**src/rtl/imm_pkg.sv**
```systemverilog
// Package imm_pkg: ImmSrc encodings and the immediate decode function shared
// by the decode-stage immediate generator.
// Optional feature macro: IMM_CSR_EN (makes code 101 the zero-extended CSR uimm).
package imm_pkg;

  // Immediate type selects
  localparam logic [2:0] IMM_I = 3'd0;
  localparam logic [2:0] IMM_S = 3'd1;
  localparam logic [2:0] IMM_B = 3'd2;
  localparam logic [2:0] IMM_U = 3'd3;
  localparam logic [2:0] IMM_J = 3'd4;
  localparam logic [2:0] IMM_Z = 3'd5;

  // Widest supported XLEN; narrower users keep the low bits, which is
  // exact because every immediate is sign- or zero-extended from the top.
  localparam int XLEN_MAX = 64;

  // Returns {illegal, imm[XLEN_MAX-1:0]}. Illegal codes yield a zero immediate.
  function automatic logic [XLEN_MAX:0] imm_decode(input logic [31:0] instr,
                                                   input logic [2:0]  src);
    logic [XLEN_MAX-1:0] imm_v;
    logic                illegal_v;
    imm_v     = {XLEN_MAX{1'b0}};
    illegal_v = 1'b0;
    case (src)
      IMM_I: imm_v = {{52{instr[31]}}, instr[31:20]};
      IMM_S: imm_v = {{52{instr[31]}}, instr[31:25], instr[11:7]};
      IMM_B: imm_v = {{51{instr[31]}}, instr[31], instr[7], instr[30:25],
                      instr[11:8], 1'b0};
      IMM_U: imm_v = {{32{instr[31]}}, instr[31:12], 12'h000};
      IMM_J: imm_v = {{43{instr[31]}}, instr[31], instr[19:12], instr[20],
                      instr[30:21], 1'b0};
`ifdef IMM_CSR_EN
      IMM_Z: imm_v = {59'd0, instr[19:15]};
`else
      IMM_Z: begin
        imm_v     = {XLEN_MAX{1'b0}};
        illegal_v = 1'b1;
      end
`endif
      default: begin
        imm_v     = {XLEN_MAX{1'b0}};
        illegal_v = 1'b1;
      end
    endcase
    return {illegal_v, imm_v};
  endfunction

endpackage

```
**src/rtl/imm_skid_buf.sv**
```systemverilog
// imm_skid_buf: generic 2-entry valid/ready pipeline register with a skid
// entry. in_ready is a register (never a combinational function of
// out_ready); a beat arriving while the output is stalled parks in the skid
// entry and in_ready drops on the following cycle.
module imm_skid_buf
  import imm_pkg::*;
#(
  parameter int W = 8
) (
  input  logic         clk,
  input  logic         rst,
  input  logic         in_valid,
  output logic         in_ready,
  input  logic [W-1:0] in_data,
  output logic         out_valid,
  input  logic         out_ready,
  output logic [W-1:0] out_data
);

  logic         out_valid_r;
  logic [W-1:0] out_data_r;
  logic         skid_valid_r;
  logic [W-1:0] skid_data_r;
  logic         in_ready_r;

  logic         out_valid_nxt_s;
  logic [W-1:0] out_data_nxt_s;
  logic         skid_valid_nxt_s;
  logic [W-1:0] skid_data_nxt_s;
  logic         accept_s;
  logic         out_free_s;

  assign accept_s   = in_valid & in_ready_r;
  assign out_free_s = ~out_valid_r | out_ready;

  // Next-state selection for the output and skid entries
  always_comb begin
    out_valid_nxt_s  = out_valid_r;
    out_data_nxt_s   = out_data_r;
    skid_valid_nxt_s = skid_valid_r;
    skid_data_nxt_s  = skid_data_r;
    if (skid_valid_r) begin
      // in_ready is low here, so no new beat competes with the skid entry
      if (out_ready) begin
        out_valid_nxt_s  = 1'b1;
        out_data_nxt_s   = skid_data_r;
        skid_valid_nxt_s = 1'b0;
      end else begin
        out_valid_nxt_s  = out_valid_r;
        skid_valid_nxt_s = skid_valid_r;
      end
    end else if (accept_s) begin
      if (out_free_s) begin
        out_valid_nxt_s = 1'b1;
        out_data_nxt_s  = in_data;
      end else begin
        skid_valid_nxt_s = 1'b1;
        skid_data_nxt_s  = in_data;
      end
    end else if (out_valid_r && out_ready) begin
      out_valid_nxt_s = 1'b0;
    end else begin
      out_valid_nxt_s = out_valid_r;
    end
  end

  // State registers; reset drops both entries immediately
  always_ff @(posedge clk or posedge rst) begin
    if (rst) begin
      out_valid_r  <= 1'b0;
      out_data_r   <= {W{1'b0}};
      skid_valid_r <= 1'b0;
      skid_data_r  <= {W{1'b0}};
      in_ready_r   <= 1'b1;
    end else begin
      out_valid_r  <= out_valid_nxt_s;
      out_data_r   <= out_data_nxt_s;
      skid_valid_r <= skid_valid_nxt_s;
      skid_data_r  <= skid_data_nxt_s;
      in_ready_r   <= ~skid_valid_nxt_s;
    end
  end

  assign in_ready  = in_ready_r;
  assign out_valid = out_valid_r;
  assign out_data  = out_data_r;

endmodule

```
**src/rtl/imm_gen_pipe.sv**
```systemverilog
// imm_gen_pipe: registered I/S/B/U/J immediate generator for the decode
// stage, with a valid/ready handshake through a 2-entry skid buffer, an
// illegal-code flag per beat, a sticky error bit and a saturating counter.
// Optional feature macro: IMM_CSR_EN (code 101 becomes the CSR uimm).
module imm_gen_pipe
  import imm_pkg::*;
#(
  parameter int XLEN  = 32,
  parameter int TAG_W = 5,
  parameter int CNT_W = 8
) (
  input  logic             clk,
  input  logic             rst,
  input  logic             in_valid,
  output logic             in_ready,
  input  logic [31:0]      in_instr,
  input  logic [2:0]       in_imm_src,
  input  logic [TAG_W-1:0] in_tag,
  output logic             out_valid,
  input  logic             out_ready,
  output logic [XLEN-1:0]  out_imm,
  output logic [TAG_W-1:0] out_tag,
  output logic             out_illegal,
  output logic             err_sticky,
  input  logic             err_clr,
  output logic [CNT_W-1:0] illegal_cnt
);

  localparam int W = 1 + TAG_W + XLEN;

  logic [XLEN_MAX:0] dec_s;
  logic [XLEN-1:0]   imm_s;
  logic              illegal_s;
  logic [W-1:0]      in_data_s;
  logic [W-1:0]      out_data_s;
  logic              accept_s;
  logic              ill_accept_s;
  logic              err_sticky_r;
  logic [CNT_W-1:0]  illegal_cnt_r;

  // Decode the immediate for the beat currently on the input
  always_comb begin
    dec_s = imm_decode(in_instr, in_imm_src);
  end

  assign imm_s     = dec_s[XLEN-1:0];
  assign illegal_s = dec_s[XLEN_MAX];

  // Upper decode bits are redundant sign copies when XLEN is narrower
  generate
    if (XLEN < XLEN_MAX) begin : g_narrow
      logic unused_hi_s;
      assign unused_hi_s = ^dec_s[XLEN_MAX-1:XLEN];
    end
  endgenerate

  assign in_data_s = {illegal_s, in_tag, imm_s};

  imm_skid_buf #(
    .W(W)
  ) u_skid (
    .clk       (clk),
    .rst       (rst),
    .in_valid  (in_valid),
    .in_ready  (in_ready),
    .in_data   (in_data_s),
    .out_valid (out_valid),
    .out_ready (out_ready),
    .out_data  (out_data_s)
  );

  assign {out_illegal, out_tag, out_imm} = out_data_s;

  assign accept_s     = in_valid & in_ready;
  assign ill_accept_s = accept_s & illegal_s;

  // Sticky error bit: a new illegal beat takes priority over a clear
  always_ff @(posedge clk or posedge rst) begin
    if (rst) begin
      err_sticky_r <= 1'b0;
    end else if (ill_accept_s) begin
      err_sticky_r <= 1'b1;
    end else if (err_clr) begin
      err_sticky_r <= 1'b0;
    end else begin
      err_sticky_r <= err_sticky_r;
    end
  end

  // Saturating illegal-beat counter; clear with a coincident increment gives 1
  always_ff @(posedge clk or posedge rst) begin
    if (rst) begin
      illegal_cnt_r <= {CNT_W{1'b0}};
    end else if (err_clr) begin
      illegal_cnt_r <= ill_accept_s ? {{(CNT_W-1){1'b0}}, 1'b1} : {CNT_W{1'b0}};
    end else if (ill_accept_s && (illegal_cnt_r != {CNT_W{1'b1}})) begin
      illegal_cnt_r <= illegal_cnt_r + {{(CNT_W-1){1'b0}}, 1'b1};
    end else begin
      illegal_cnt_r <= illegal_cnt_r;
    end
  end

  assign err_sticky  = err_sticky_r;
  assign illegal_cnt = illegal_cnt_r;

endmodule

```
**config.mk**
```make
export PLATFORM = sky130hd
export DESIGN_NAME = imm_gen_pipe
export DESIGN_NICKNAME = d
export VERILOG_FILES = /design/src/rtl/imm_pkg.sv /design/src/rtl/imm_skid_buf.sv /design/src/rtl/imm_gen_pipe.sv
export SDC_FILE = /design/constraint.sdc
export NUM_CORES = 1
export LEC_CHECK = 0
export CAP_MARGIN = 20
export CORE_AREA = 2 2 117 119
export DETAILED_ROUTE_END_ITERATION = 10
export DIE_AREA = 0 0 119 121
export SLEW_MARGIN = 20
export SYNTH_ARGS = -nofsm -noshare
export SYNTH_HDL_FRONTEND = slang
export SYNTH_HIERARCHICAL = 1
export SYNTH_SLANG_ARGS = --single-unit
export TNS_END_PERCENT = 100
```
**constraint.sdc**
```tcl
create_clock -name clk -period 3.52 [get_ports clk]
set_input_delay 0.528 -clock clk [delete_from_list [all_inputs] [get_ports clk]]
set_output_delay 0.528 -clock clk [all_outputs]
set_load 0.01 [all_outputs]
```
======== Word-level counts from Yosys, hierarchy flattened ========
Cells that the tools add are included.
cells by class
  $add $sub $neg .......................... 1
  eq/ne operators ......................... 7
  muxes and demuxes ....................... 20
  bitwise logic cells ..................... 7
  reductions and logical operators ........ 12
operator list
  operator             count
  $pmux 32 s5          1
  $mux 38              4
  $mux 8               2
  $mux 1               13
  $reduce_and 3->1     3
  $add 8x1->8 const B  1
  $ne 8x8->1 const B   1
  $reduce_bool 2->1    4
  $eq 3x2->1 const B   2
  $reduce_or 5->1      1
  $not 1->1            4
  $eq 3x1->1 const B   1
  $eq 3x3->1 const B   1
  $logic_not 3->1      1
  $ne 3x1->1 const B   1
  $reduce_bool 3->1    1
  $and 1x1->1          2
  $logic_and 1x1->1    2
  $ne 2x2->1 const B   1
  $or 1x1->1           1
storage, ports and cells
  register bits ........................... 88
  bits of input ports ..................... 45

======== Longest topological paths before layout ========
Gate-level depths: netlist of the first run.
  word-level depth ........................ 7
  depth in mapped cells ................... 8

======== By module ========
The synthesis of the first run kept the hierarchy.
by module, submodules not included
  module        instances  cells each  area each (sq um)  seq. area each (sq um)
  imm_skid_buf  1          216         3487.1             1978.1
  imm_gen_pipe  1          138         1017.2             225.2

======== Least setup slack after synthesis of the first run ========
OpenSTA, ideal clock, no wires.
  path kind ............................... input-to-reg
  start point ............................. input port in_imm_src[0]
  end point ............................... register u_skid.out_data_r[20], in the netlist u_skid/out_data[20]
  arrival time ............................ 1.876 ns
  setup slack ............................. 1.519 ns
  stages .................................. 8
  buffers on the path ..................... 3
  cell sequence ........................... buf_6 -> and2_1 -> buf_2 -> nor2b_1 -> buf_2 -> a21o_1 -> mux2_2 -> mux2_2
on the way
  word-level cells in the longest chain between the ends .. 5
RTL lines
  what                                      line                RTL
  from (decl)                               imm_gen_pipe.sv:17  input logic [2:0] in_imm_src,
  $eq 3x3->1, or another cell as far along  imm_pkg.sv:25       case (src)
  $pmux 32 s5 (*)                           imm_pkg.sv:25
  net dec_s[20]                             imm_gen_pipe.sv:31  logic [XLEN_MAX:0] dec_s;
  $mux 38 (*)                               imm_skid_buf.sv:53  if (out_free_s) begin
  $mux 38 (*)                               imm_skid_buf.sv:52  end else if (accept_s) begin
  $mux 38 (*)                               imm_skid_buf.sv:42  if (skid_valid_r) begin
  to (signal assigned)                      imm_skid_buf.sv:71  out_data_r <= {W{1'b0}};
  to (signal assigned)                      imm_skid_buf.sv:77  out_data_r <= out_data_nxt_s;
  to (decl)                                 imm_skid_buf.sv:21  logic [W-1:0] out_data_r;
The timed path passes the listed nets; every way through them passes the cells marked *. The select of a mux whose other input is x is not followed.
A chain may end at the register's enable or synchronous reset.

======== Worst setup path after layout of the first run ========
Same ends and word-level chain as after synthesis.

==> results of run 1 <==
-- synth_stat cells, types with 2 or more instances --
cell | n | area [µm²]
dfrtp_1 | 87 | 2180
mux2_2 | 85 | 957
a21oi_1 | 20 | 100
mux2_1 | 20 | 225
nor2_1 | 12 | 45.0
nor2b_1 | 12 | 75.1
a21o_1 | 11 | 82.6
buf_6 | 9 | 101
inv_1 | 9 | 33.8
mux2_4 | 9 | 135
o22ai_1 | 9 | 56.3
buf_2 | 7 | 35.0
mux2i_1 | 7 | 70.1
nand2_1 | 6 | 22.5
clkbuf_1 | 5 | 18.8
o21ai_0 | 4 | 20.0
o32ai_1 | 4 | 35.0
and2_1 | 3 | 18.8
and3_1 | 2 | 12.5
buf_1 | 2 | 7.51
buf_4 | 2 | 15.0
nand2b_1 | 2 | 12.5
nand3_1 | 2 | 10.0
nor3_1 | 2 | 10.0
o211ai_1 | 2 | 15.0
xor2_1 | 2 | 17.5
-- layout make-up --
type	count	share of cell area, %
clock inverter	2	0.646
sequential	88	37.9
multi-input combinational	232	36.2
inverter	9	0.603
timing repair buffer	96	16.3
tap	176	3.79
clock buffer	14	4.54
-- critical path: stages --
cell and delay [ps]:
clkdlybuf4s50_1 590, maj3_1 560, nor2b_1 760, a21o_1 170, mux2_2 150, mux2_2 140
-- per-stage QoR --
| stage | util (%) | power [mW] |
|---|---|---|
| after CTS | 44.4 | 3.75 |
| after detailed placement | 42.1 | 2.76 |
| after floorplan | - | 2.21 |
| after global placement | 42.1 | 2.72 |
| after global routing | 44.4 | 3.91 |
| final | 44.4 | 3.70 |
-- flip-flops by register name, indices dropped and copies added (netlist names) --
| register | cells |
|---|---|
| u_skid/skid_data_r | 38 |
| u_skid/out_data | 38 |
| u_skid/in_ready | 1 |
| u_skid/skid_valid_r | 1 |
| u_skid/out_valid | 1 |
| err_sticky | 1 |
| illegal_cnt | 8 |
-- placed cells by master, fill, tap and decap left out, drive strengths merged, types with 2 or more instances in the layout --
cell and instances:
mux2 114, dfrtp 87, clkdlybuf4s50 86, a21oi 20, clkbuf 14, nor2 13, nor2b 12, a21o 11
o22ai 10, buf 10, inv 8, mux2i 7, nand2 6, o21ai 4, o32ai 4, and2 3
nand2b 3, nand3 2, and3 2, o211ai 2, nor3 2, xor2 2, o2111ai 2, nor3b 2
-- worst max path at each step --
stage	endpoint	cells after the start	slack, ps	from
after CTS	u_skid/out_data[28]$_DFFE_PP0P_	6	890	in_imm_src[0]
after global placement	u_skid/out_data[28]$_DFFE_PP0P_	6	590	in_imm_src[0]
after detailed placement	u_skid/out_data[28]$_DFFE_PP0P_	6	530	in_imm_src[0]
after floorplan	u_skid/out_data[0]$_DFFE_PP0P_	1	970	rst
after global routing	u_skid/out_data[21]$_DFFE_PP0P_	6	760	in_imm_src[0]
final	u_skid/out_data[20]$_DFFE_PP0P_	6	900	in_imm_src[0]
-- report_power, final --
part	internal, mW	total, mW	switching (mW)
registers	1.37	1.56	0.188
logic	0.736	1.17	0.431
clock network	0.590	0.974	0.384
-- cell families (layout without fill, tap and decap cells) --
logic type / count (synthesis) / in the layout
AO/OA/AOI/OAI: 57 / 57
XOR/XNOR: 2 / 2
adder cells (fa/ha/maj): 2 / 2
buffers and inverters: 34 / 121
flip-flops: 88 / 88
multiplexers: 121 / 121
AND/OR/NAND/NOR: 50 / 50
-- layer usage --
layer / wire, µm / GRT usage, % / part of all wire, % / up-vias
met1: 4550 / 18.3 / 45 / 1533
li1: - / - / - / 1433
met3: 381 / 3.01 / 3.8 / 16
met5: 0 / 0 / 0 / -
met2: 4880 / 24.0 / 49 / 64
met4: 202 / 6.92 / 2.0 / 0
==> flow_metrics.tcl, run 1 <==
set metrics [dict create \
    p_leak_nw 2.54 \
    ios 94 \
    fin_cells 617 \
    gr-usage-all-layers_pct 14.6 \
    antenna_found_initial 0 \
    rrSetupSlack_ps 1460 \
    dp_slack_ps 531 \
    numCtsBuffers 9 \
    cp-end-kind "register" \
    maxSlewViolCount 0 \
    whs_endpoint "u_skid/skid_data_r[23]$_DFFE_PP0P_" \
    drc 0 \
    r2r-end "u_skid/skid_data_r[5]$_DFFE_PP0P_" \
    regArea_mm2 0.00220 \
    synth.distinct_cells 45 \
    synth.mux.area_fraction_pct 30.8 \
    synthSimpleGateAreaFrac_pct 6.28 \
    fin_crit_ps 2620 \
    hp-class "reg -> reg" \
    area_delta_synth_final_pct 29.1 \
    async_flop_share_pct 100 \
    stdcell_area_mm2 0.00581 \
    synth_warnings 6 \
    layout-drive-gt1-share_pct 28.6 \
    post-cts-setup-buffers 0 \
    path_clk_slew_ps 60 \
    grt-ovfl-total 0 \
    cts_root_buffer "clkbuf_16" \
    synth_seq_cells 88 \
    cts_resized 0 \
    min_path_cells 1 \
    outcome "finished clean" \
    synthXorXnorAreaFrac_pct 0.389 \
    clock_sinks 88 \
    synthCells 354 \
    io_buffers 86 \
    vdd_drop_max_uv 342 \
    cp-start-kind "input port" \
    rsz0062_at_grt "no" \
    cts_tree "done" \
    gp_congestion 0.772 \
    fin_hold_ws_ps 482 \
    placedInstanceArea_mm2 0.00551 \
    via_count 3046 \
    core_mm2 0.0131 \
    grt_first_pass_wirelength_um 16200 \
    dp_hpwl_um 7070 \
    fin_skew_ps 8.24 \
    row_count 42 \
    synth_compound_area_share_pct 8.42 \
    synth_nets 400 \
    max-cap-violations 0 \
    critPathKind "in -> reg" \
    vias_per_cell 4.94 \
    initial_core_util_pct 34.4 \
    num_antenna_cells 0 \
    final_nets 482 \
    hold_viol 0 \
    synthAdderAreaFrac_pct 0.500 \
    slew_headroom_pct 38.9 \
    n_fill_cell 1230 \
    synth_edf_count 0 \
    syn-cell-area_mm2 0.00450 \
    yosysSeqAreaShare_pct 48.9 \
    cp.required_ps 3790 \
    insertion_delay_ps 340 \
    htreeDepth 3 \
    cts_max_path_buffers 2 \
    hold_start "u_skid/skid_data_r[23]$_DFFE_PP0P_" \
    worstPathArrival_ps 2890 \
    power.density_mw_per_mm2 637 \
    drt_first_pass_iters 4 \
    r2r_cells 4 \
    max_clock_freq_ghz 0.382 \
    wirelength_um 10000 \
    dieHeight_um 121 \
    rr_startpoint "u_skid/skid_valid_r$_DFF_PP0_" \
    fin_crit_sh_pct 74.4 \
    dp_cells 601 \
    synth_ff_type "dfrtp_1" \
    synth.avg_cell_area_um2 12.7 \
    grt_pass1_vias 3135 \
    synth_top_family_by_area "multiplexers" \
    grt_max_degree 44 \
    drtIter0Drc 162 \
    ant_nets 0 \
    setup_violations 0 \
    multi_input_area_mm2 0.00210 \
    ctsHoldBuffers 0 \
    dieArea_mm2 0.0144 \
    fin_setup_tns_ps 0 \
    timing.final.ws_setup_ps 901 \
    tightest_slew_ps 915 \
    die_w_um 119 \
    drt-wirelength-per-cell_um 16.2 \
    cp_max_fo 11 \
]
Power figures use the tool's default switching activity.
==> run 2: changes to the inputs <==
==> constraint.sdc (replaced) <==
create_clock -name clk -period 2.4 [get_ports clk]
set_input_delay 0.36 -clock clk [delete_from_list [all_inputs] [get_ports clk]]
set_output_delay 0.36 -clock clk [all_outputs]
set_load 0.01 [all_outputs]
==> flow_metrics.tcl, run 2 (synthesis gave the netlist of run 1 again) <==
set metrics [dict create \
    ctsHoldBuffers 0 \
    grt_first_pass_wirelength_um 16100 \
    comb_power_share_pct 30.6 \
    cp-start-kind "input port" \
    p_leak_nw 2.60 \
    path_buf_inv 1 \
    cp-end-kind "register" \
    timing.final.ws_setup_ps 205 \
    dp_slack_ps -131 \
    dieHeight_um 121 \
    fin_hold_ws_ps 330 \
    core_mm2 0.0131 \
    setup_violations 0 \
    fin_crit_sh_pct 91.4 \
    layout-drive-gt1-share_pct 30.0 \
    dp_hpwl_um 7080 \
    drtIter0Drc 197 \
    cp_max_fo 11 \
    dp_cells 606 \
    crit_chain "clkdlybuf4s50_1 -> maj3_1 -> nor2b_1 -> a21o_1 -> mux2_2 -> mux2_2" \
    cts_max_path_buffers 2 \
    ios 94 \
    area_delta_synth_final_pct 31.9 \
    grt_max_degree 32 \
    initial_core_util_pct 34.4 \
    numCtsBuffers 9 \
    dieArea_mm2 0.0144 \
    final_util_pct 45.4 \
    outcome "finished clean" \
    wirelength_um 9960 \
    gr-usage-all-layers_pct 14.6 \
    regArea_mm2 0.00220 \
    tightest_slew_ps 995 \
    grt-ovfl-total 0 \
    cts_root_buffer "clkbuf_16" \
    cts_resized 0 \
    antenna_found_initial 0 \
    slew_headroom_pct 33.6 \
    hold_viol 0 \
    total_power_mw 5.65 \
    fin_cells 622 \
    max_clock_freq_ghz 0.456 \
    critical_path.top_delay_family "simple AND/OR/NAND/NOR gates" \
    cpPeakStageDelay_ps 740 \
    p_switching_mw 1.49 \
    path_clk_slew_ps 60 \
    pwr-share-seq_pct 40.5 \
    max-cap-violations 0 \
    hp-class "in -> async" \
    cts_tree "done" \
    fin_setup_tns_ps 0 \
    drt-wirelength-per-cell_um 16.0 \
    row_count 42 \
    final_cell_mix "dfrtp_1 (86), clkdlybuf4s50_1 (86), mux2_2 (85), a21oi_1 (20), mux2_1 (20)" \
    multi_input_area_mm2 0.00210 \
    ant_nets 0 \
    post-cts-setup-buffers 0 \
    rsz0062_at_grt "no" \
    drt_first_pass_iters 4 \
    placedInstanceArea_mm2 0.00559 \
    final_nets 487 \
    via_count 3046 \
    num_antenna_cells 0 \
    gp_congestion 0.810 \
    power.density_mw_per_mm2 951 \
    internal_power_mw 4.16 \
    fin_crit_ps 2190 \
    insertion_delay_ps 340 \
    stdcell_area_mm2 0.00594 \
    io_buffers 86 \
    pwr-share-clk_pct 28.9 \
    cpMostUsedCell "mux2_2" \
    maxSlewViolCount 0 \
    drc 0 \
    htreeDepth 3 \
    critPathKind "in -> reg" \
    cp.required_ps 2680 \
    worstPathArrival_ps 2480 \
    vdd_drop_max_uv 391 \
    p_sw_share_pct 26.3 \
    vias_per_cell 4.90 \
    die_w_um 119 \
    grt_pass1_vias 3146 \
    clock_sinks 88 \
    slowest_stage "nor2b_1" \
    fin_skew_ps 4.74 \
    n_fill_cell 1179 \
]
## run 2: cell types whose count changed in the layout (fill, tap and decap cells not counted)
| cell | change |
|---|---|
| bufinv_16 | +2 |
| clkbuf_8 | -1 |
| buf_4 | +2 |
| buf_12 | +3 |
| clkinv_4 | +1 |
| clkbuf_1 | -3 |
| inv_6 | +1 |
## run 2: area by class of cell
cell class                      instances  share of cell area, %
Multi-Input combinational cell        232                   35.4
Tap cell                              176                   3.71
Inverter                                9                  0.590
Clock inverter                          6                   1.94
Sequential cell                        88                   37.1
Timing Repair Buffer                  101                   17.2
Clock buffer                           10                   4.02
## run 2: final timing paths
check / cells after the start / to / start / slack [ps]
setup / recovery: 6 / u_skid/out_data[28]$_DFFE_PP0P_ / in_imm_src[0] / 210
hold / removal: 2 / illegal_cnt[0]$_DFFE_PP0P_ / rst / 330
setup reg to reg: 4 / u_skid/skid_data_r[3]$_DFFE_PP0P_ / u_skid/in_ready$_DFF_PP1_ / 600
hold reg to reg: 1 / u_skid/skid_data_r[16]$_DFFE_PP0P_ / u_skid/skid_data_r[16]$_DFFE_PP0P_ / 480
max in group asynchronous: 3 / u_skid/skid_data_r[3]$_DFFE_PP0P_ / rst / 1400
min in group clk: 1 / u_skid/skid_data_r[16]$_DFFE_PP0P_ / u_skid/skid_data_r[16]$_DFFE_PP0P_ / 480
## run 2: power groups by stage
| stage | Sequential (mW) | Clock [mW] | Combinational (mW) |
|---|---|---|---|
| 2_1_floorplan | 2.37 | 0 | 0.881 |
| 3_3_place_gp | 2.29 | 0 | 1.72 |
| 3_5_place_dp | 2.32 | 0 | 1.76 |
| 4_1_cts | 2.29 | 1.69 | 1.76 |
| 5_1_grt | 2.36 | 1.75 | 1.86 |
| 6_report | 2.29 | 1.63 | 1.73 |
## run 2: layer usage
metal	vias to the layer above	global-route usage (%)	part of all wire [%]
met5	-	0	0
met4	0	7.29	2.3
met3	14	3.01	3.3
met2	69	23.7	48
met1	1521	18.4	46
li1	1442	-	-
==> run 3: changes to the inputs <==
==> constraint.sdc (replaced) <==
create_clock -name clk -period 2.4 [get_ports clk]
set_input_delay 0.36 -clock clk [delete_from_list [all_inputs] [get_ports clk]]
set_output_delay 0.36 -clock clk [all_outputs]
set_load 0.05 [all_outputs]
==> results of run 3 <==
The final DEF is identical to that of run 2. Status: finished clean.
Main changes from that run: total power 5.65 mW -> 6.45 mW; worst IR drop on VDD 391 µV -> 478 µV
